$ cat config.mk
export PLATFORM = sky130hd
export DESIGN_NAME = tile_seq_driver
export DESIGN_NICKNAME = d
export VERILOG_FILES = /design/src/rtl/tile_seq_driver.sv
export SDC_FILE = /design/constraint.sdc
export NUM_CORES = 1
export LEC_CHECK = 0
export BUFFER_PORTS_ARGS = -buffer_cell sky130_fd_sc_hd__buf_2
export CAP_MARGIN = 15
export CORE_MARGIN = 4
export CORE_UTILIZATION = 45
export CTS_CLUSTER_DIAMETER = 120
export DETAILED_ROUTE_END_ITERATION = 10
export PLACE_DENSITY_LB_ADDON = 0.25
export REMOVE_ABC_BUFFERS = 1
export SLEW_MARGIN = 10
export SYNTH_ARGS = -nofsm -noshare
export SYNTH_HDL_FRONTEND = slang
export SYNTH_SLANG_ARGS = --single-unit
$ cat constraint.sdc
create_clock -name clock -period 2.7 [get_ports clock]
set_clock_uncertainty 0.2 [all_clocks]
set_input_delay 0.675 -clock clock [delete_from_list [all_inputs] [get_ports clock]]
set_output_delay 0.675 -clock clock [all_outputs]
set_load 0.01 [all_outputs]
$ cat src/rtl/tile_seq_driver.sv
// Command sequencer for the single-PE systolic tile: preload, stream K a/b beats, drain, respond.
// Optional TILE_SEQ_PERF_EN adds the perf_bubbles stall counter output.
module tile_seq_driver #(
    parameter int PE_LATENCY = 1,
    parameter int K_W        = 8
) (
    input  logic           clock,
    input  logic           reset_n,
    input  logic           cmd_valid,
    output logic           cmd_ready,
    input  logic [K_W-1:0] cmd_k,
    input  logic [15:0]    cmd_d,
    input  logic           ab_valid,
    output logic           ab_ready,
    input  logic [7:0]     ab_a,
    input  logic [7:0]     ab_b,
    output logic           res_valid,
    input  logic           res_ready,
    output logic [15:0]    res_c,
    output logic           busy,
    output logic [7:0]     tile_in_a,
    output logic [7:0]     tile_in_b,
    output logic [15:0]    tile_in_d,
    output logic           tile_in_propagate,
    input  logic [15:0]    tile_out_c
`ifdef TILE_SEQ_PERF_EN
    ,
    output logic [15:0]    perf_bubbles
`endif
);

    typedef enum logic [2:0] {
        S_IDLE,
        S_PRELOAD,
        S_STREAM,
        S_DRAIN,
        S_RESP
    } state_t;

    localparam logic [3:0] LAT    = 4'(PE_LATENCY);
    localparam logic [3:0] LAT_M1 = 4'(PE_LATENCY - 1);

    state_t         r_state;
    state_t         w_next;
    logic [K_W-1:0] r_rem;
    logic [3:0]     r_drain;
    logic           w_cmd_hs;
    logic           w_ab_hs;
    logic           w_last;
    logic           w_drain_done;

    assign cmd_ready    = (r_state == S_IDLE);
    assign ab_ready     = (r_state == S_STREAM);
    assign res_valid    = (r_state == S_RESP);
    assign busy         = (r_state != S_IDLE);
    assign w_cmd_hs     = cmd_valid && cmd_ready;
    assign w_ab_hs      = ab_valid && ab_ready;
    assign w_last       = w_ab_hs && (r_rem == K_W'(1));
    assign w_drain_done = (r_state == S_DRAIN) && (r_drain == 4'd0);

    always_comb begin
        w_next = r_state;
        case (r_state)
            S_IDLE:    if (w_cmd_hs) w_next = S_PRELOAD;
            S_PRELOAD: w_next = (r_rem == '0) ? S_DRAIN : S_STREAM;
            S_STREAM:  if (w_last) w_next = S_DRAIN;
            S_DRAIN:   if (w_drain_done) w_next = S_RESP;
            S_RESP:    if (res_ready) w_next = S_IDLE;
            default:   w_next = S_IDLE;
        endcase
    end

    always_ff @(posedge clock) begin
        if (!reset_n) begin
            r_state           <= S_IDLE;
            r_rem             <= '0;
            r_drain           <= '0;
            res_c             <= '0;
            tile_in_a         <= '0;
            tile_in_b         <= '0;
            tile_in_d         <= '0;
            tile_in_propagate <= 1'b0;
        end else begin
            r_state   <= w_next;
            // Tile inputs are zero unless a preload or an accepted beat is being presented.
            tile_in_a <= w_ab_hs ? ab_a : 8'd0;
            tile_in_b <= w_ab_hs ? ab_b : 8'd0;
            tile_in_d <= w_cmd_hs ? cmd_d : 16'd0;
            if (w_cmd_hs) begin
                tile_in_propagate <= ~tile_in_propagate;
                r_rem             <= cmd_k;
            end else if (w_ab_hs) begin
                r_rem <= r_rem - K_W'(1);
            end
            // Capture lands PE_LATENCY cycles after the last beat is on the tile; the preload
            // beat is already one cycle old on entry to DRAIN, hence the shorter count.
            if (r_state == S_PRELOAD)
                r_drain <= LAT_M1;
            else if (w_last)
                r_drain <= LAT;
            else if (r_state == S_DRAIN && r_drain != 4'd0)
                r_drain <= r_drain - 4'd1;
            if (w_drain_done)
                res_c <= tile_out_c;
        end
    end

`ifdef TILE_SEQ_PERF_EN
    always_ff @(posedge clock) begin
        if (!reset_n || w_cmd_hs)
            perf_bubbles <= '0;
        else if (r_state == S_STREAM && !ab_valid && perf_bubbles != 16'hFFFF)
            perf_bubbles <= perf_bubbles + 16'd1;
    end
`endif

endmodule
Word-level counts from Yosys, hierarchy flattened
Index checks and enable logic that the tools add are counted.
W data, S select, Z words.
{"block": "op_classes", "add_sub_neg": 2, "n_mul": 0, "div_mod_pow": 0, "n_lt_le_gt_ge": 0, "n_eq_ne": 9, "shifts": 0, "mux": 10, "bitwise": 2, "reduce_logical": 17}
{"operator": "$mux W8", "count": 2}
{"operator": "$pmux W3 S5", "count": 1}
{"operator": "$mux W3", "count": 4}
{"operator": "$eq A8 B1 Y1 const B", "count": 1}
{"operator": "$logic_not A8 Y1", "count": 1}
{"operator": "$sub A8 B1 Y8 const B", "count": 1}
{"operator": "$eq A3 B2 Y1 const B", "count": 2}
{"operator": "$ne A2 B1 Y1 const B", "count": 3}
{"operator": "$logic_and A1 B1 Y1", "count": 5}
{"operator": "$logic_not A4 Y1", "count": 1}
{"operator": "$reduce_and A2 Y1", "count": 2}
{"operator": "$reduce_and A4 Y1", "count": 1}
{"operator": "$reduce_bool A2 Y1", "count": 2}
{"operator": "$reduce_bool A4 Y1", "count": 1}
{"operator": "$sub A4 B1 Y4 const B", "count": 1}
{"operator": "$eq A3 B1 Y1 const B", "count": 1}
{"operator": "$eq A3 B3 Y1 const B", "count": 1}
{"operator": "$logic_not A3 Y1", "count": 1}
{"operator": "$mux W1", "count": 3}
{"operator": "$reduce_bool A3 Y1", "count": 1}
{"operator": "$reduce_or A3 Y1", "count": 1}
{"operator": "$ne A2 B2 Y1 const B", "count": 1}
{"operator": "$not A1 Y1", "count": 2}
{"operator": "$reduce_or A2 Y1", "count": 1}
{"block": "totals", "ff_bits": 64, "latchBits": 0, "mem_bits_rw": 0, "rom_bits": 0, "inputBits": 61, "output_inout_bits": 53, "wordCells": 49, "mem_count": 0}

Logic depth before layout (Yosys ltp)
{"block": "depth", "word_depth": 5, "ltp_mapped": 8, "ltp_nobuf": 6}

Worst setup path after synthesis
OpenSTA, ideal clock, no wires.
{"block": "synth_path", "path_type": "flip-flop to flip-flop", "startpoint": "reg r_drain[0]", "endpoint": "reg res_c[11]", "setup_time_ns": 0.116, "arrival_ns": 1.620, "slack_ns": 0.764, "stages_incl_launch_ff": 9, "path_buffers": 2, "period_less_slack_ns": 1.936, "path_cell_list": "dfxtp_1 > inv_1 > ha_1 > or3b_4 > or3_1 > buf_6 > buf_6 > nand2_1 > a21boi_1"}
{"block": "synth_via", "elab_chain_cells": 2}
{"item": "from (decl)", "line_no": "46", "source": "logic [3:0] r_drain;"}
{"item": "from (signal assigned)", "line_no": "102", "source": "r_drain <= r_drain - 4'd1;"}
{"item": "$logic_not A4 Y1", "line_no": "59", "source": "assign w_drain_done = (r_state == S_DRAIN) && (r_drain == 4'd0);"}
{"item": "$logic_and A1 B1 Y1", "line_no": "59"}
{"item": "to (signal assigned)", "line_no": "104", "source": "res_c <= tile_out_c;"}
{"item": "to (decl)", "line_no": "19", "source": "output logic [15:0] res_c,"}
Every way passes these cells.
A chain may end at the register's enable or synchronous reset.

Worst setup path in the final report
{"block": "layout_path", "startpoint": "reg r_state[2]", "endpoint": "out cmd_ready"}
{"block": "layout_via", "elab_chain_cells": 1}
{"item": "from (decl)", "line_no": "43", "source": "state_t r_state;"}
{"item": "from (signal assigned)", "line_no": "84", "source": "r_state <= w_next;"}
{"item": "$logic_not A3 Y1", "line_no": "52", "source": "assign cmd_ready = (r_state == S_IDLE);"}
{"item": "to (decl)", "line_no": "10", "source": "output logic cmd_ready,"}
Every way passes these cells.

==> impl_results.md <==
- Min-delay src: res_c[4]
- Seq cells post-synth: 64
- Max-slew violations: 0
- WHS: 249 ps
- Reg2reg path depth: 6
- Die height: 80.8 um
- Status: finished clean
- EDFF count, synth: 0
- Complex-gate fraction of the synthesized area: 0.113
- Crit. End Element: output port
- # setup viols final: 0
- Layout cells sized above 1: 0.379
- Reg area: 0.00128 mm^2
- Worst slew pin tran: 592 ps
- YS warnings: 0
- Post-synthesis adder-cell area fraction: 0.0210
- Htree depth: 3
- Critical path peak fanout: 14
- I/O Pins: 114
- GPL Wtd Cong: 0.726
- Minimum clock period after layout: 2220 ps
- Register area share after synthesis: 0.537
- Mapped Avg Cell Area: 9.66 um^2
- First-pass GRT wire length: 8450 um
- Final #Nets: 425
- Hold path depth: 2
- Post-synthesis xor/xnor area fraction: 0.0404
- Netlist cell types: 42
- Hold-fix buffer count after cts: 0
- Cell Rows: 26
- Number of port buffers: 113
- Largest family of logic cells by synthesized area: simple AND/OR/NAND/NOR gates
- ANT nets after route: 0
- Critical setup path kind: flop to output port
- Final Hold Viols: 0
- CORE AREA: 0.00511 mm^2
- Pwr Total: 2.19 mW
- Top-count cell post-synth: dfxtp_1
- Critical Path RT: 1820 ps
- Crit path arrival time: 1350 ps
- # diodes: 0
- Final HPWL from detailed placement: 3820 um
- Drt drc: 0
- CTS Sinks: 64
- Max Fclk: 450 MHz
- Initial core utilization: 0.467
- Post-Place Cells: 419
- RR Endpoint: res_c[9]
- Via count: 2042
- Main flop type after synthesis: dfxtp_1
- Largest net degree at the start of global routing: 29
- Reg2reg setup slack: 590 ps
- Root Buffer: clkbuf_8
- Die ar.: 0.00653 mm^2
- Reg clk slew, reported paths: 60 ps
- Mapped cell area: 0.00238 mm^2
- Post-Route WL: 5230 um
- Leakage power: 1.56 nW
- CTS Buffer Depth: 2
- Number of global-route vias before repair: 1931
- Pwr dens: 681 mW/mm^2
- Wire length per cell: 12.0 um
- Post-synthesis mux area share: 0
- Synth area leader: dfxtp_1
- Number of CTS-inserted buffers: 9
- Simple-Gate Fraction of Synth Area: 0.246
- HP Class: flop to flop
- Asr flop ratio synth: 0
- Slew HR: 0.604
- Crit path launch type: flop
- GRT overflow: 0
- Core Util, Final: 0.629
- Worst-Skew Late Latency: 330 ps
- Die Wd: 80.8 um
- Peak supply drop: 0.000416 V
- CTS resizes: 0
- Post-CTS setup buffers: 0
- Maxcap violations: 0
- Synth top cells by count: 64 x dfxtp_1, 37 x nand2_1, 18 x and2_1
- RSZ-0062 raised after global routing: false
- All-Layer GR Usage: 0.166
- Routed vias/inst: 4.71
- First drt pass iteration count: 4
- Synthesis-to-finish area growth: 34.6%
- Synth top area share: 0.537
- Crit share post-route: 0.823
- Finished Layout Cells: 434
- Layout fillers: 491
- First DRT Iteration DRCs: 41
- Crit Reg-Reg Startpoint: r_drain[0]
- CTS tree: built
- Multi-input logic area: 0.00102 mm^2
- Mapped Cells: 247
- Worst Hold End: res_c[4]
- Top area cells in the synthesized netlist: dfxtp_1 54%, nand2_1 5.8%, and2_1 4.7%, and3_1 4.2%, a21boi_1 3.1%
- Antenna violations before repair: 0
==> per-stage QoR <==
step / setup TNS (ps) / instance area [um^2] / setup slack [ps]
3_3_place_gp: 0 / 3000 / 632
6_report: 0 / 3210 / 479
3_5_place_dp: 0 / 3000 / 578
4_1_cts: 0 / 3210 / 462
5_1_grt: 0 / 3210 / 373
2_1_floorplan: -7720 / 2300 / -616
==> layout by cell type, fill, tap and decap left out, types with 7 or more instances in the layout <==
cell type,n
a21oi_1,8
buf_2,113
nor2_1,10
dfxtp_1,64
a21boi_1,10
nand2_1,37
a21boi_0,7
and3_1,16
o21ai_0,7
clkbuf_8,9
and2_1,18
==> metal layers <==
| metal | up-vias | global-route usage | part of all wire |
|---|---|---|---|
| met4 | 0 | 0.0507 | 0.0013 |
| met5 | - | 0 | 0 |
| li1 | 1056 | - | - |
| met2 | 75 | 0.272 | 0.47 |
| met1 | 909 | 0.202 | 0.43 |
| met3 | 2 | 0.0610 | 0.10 |
==> registers in the layout, indices dropped and copies added (netlist names) <==
register and flops:
tile_in_a 8, tile_in_d 16, r_drain 4, r_rem 8, res_c 16, tile_in_b 8, r_state 3, tile_in_propagate 1
==> worst max-delay path by stage <==
| stage | to | cells after the start | slack, ps | from |
|---|---|---|---|---|
| 2_1_floorplan | r_rem[7] | 4 | -620 | ab_valid |
| 3_3_place_gp | r_rem[0] | 6 | 630 | ab_valid |
| 3_5_place_dp | res_c[9] | 6 | 580 | r_drain[0] |
| 4_1_cts | cmd_ready | 3 | 460 | r_state[2] |
| 5_1_grt | cmd_ready | 3 | 370 | r_state[2] |
| 6_report | cmd_ready | 3 | 480 | r_state[2] |
==> critical path, cell delays in order, from the launching register on <==
cell     delay [ps]
dfxtp_1         460
or3_1           380
inv_1            60
buf_2           120
==> report_power, final <==
group / switching (mW) / leakage [nW] / total [mW] / internal (mW)
clock: 0.350 / 0.109 / 0.862 / 0.513
combinational: 0.148 / 0.929 / 0.289 / 0.141
sequential: 0.0372 / 0.520 / 1.03 / 0.997
total: 0.535 / 1.56 / 2.19 / 1.65
==> kinds of logic (layout without fill, tap and decap cells) <==
group           count (synthesis)  count (layout)
compound gates                 40              40
xor+xnor                       11              11
fa+ha+maj                       4               4
buf+inv                        21             138
flops                          64              64
simple gates                  107             107
==> area by class of cell <==
cell class	count	share of cell area
Timing Repair Buffer	117	0.186
Inverter	6	0.00701
Sequential cell	64	0.399
Tap cell	70	0.0273
Multi-Input combinational cell	162	0.316
Clock buffer	9	0.0386
Clock inverter	6	0.0261
Note: power is estimated with default switching activity, not from simulation.
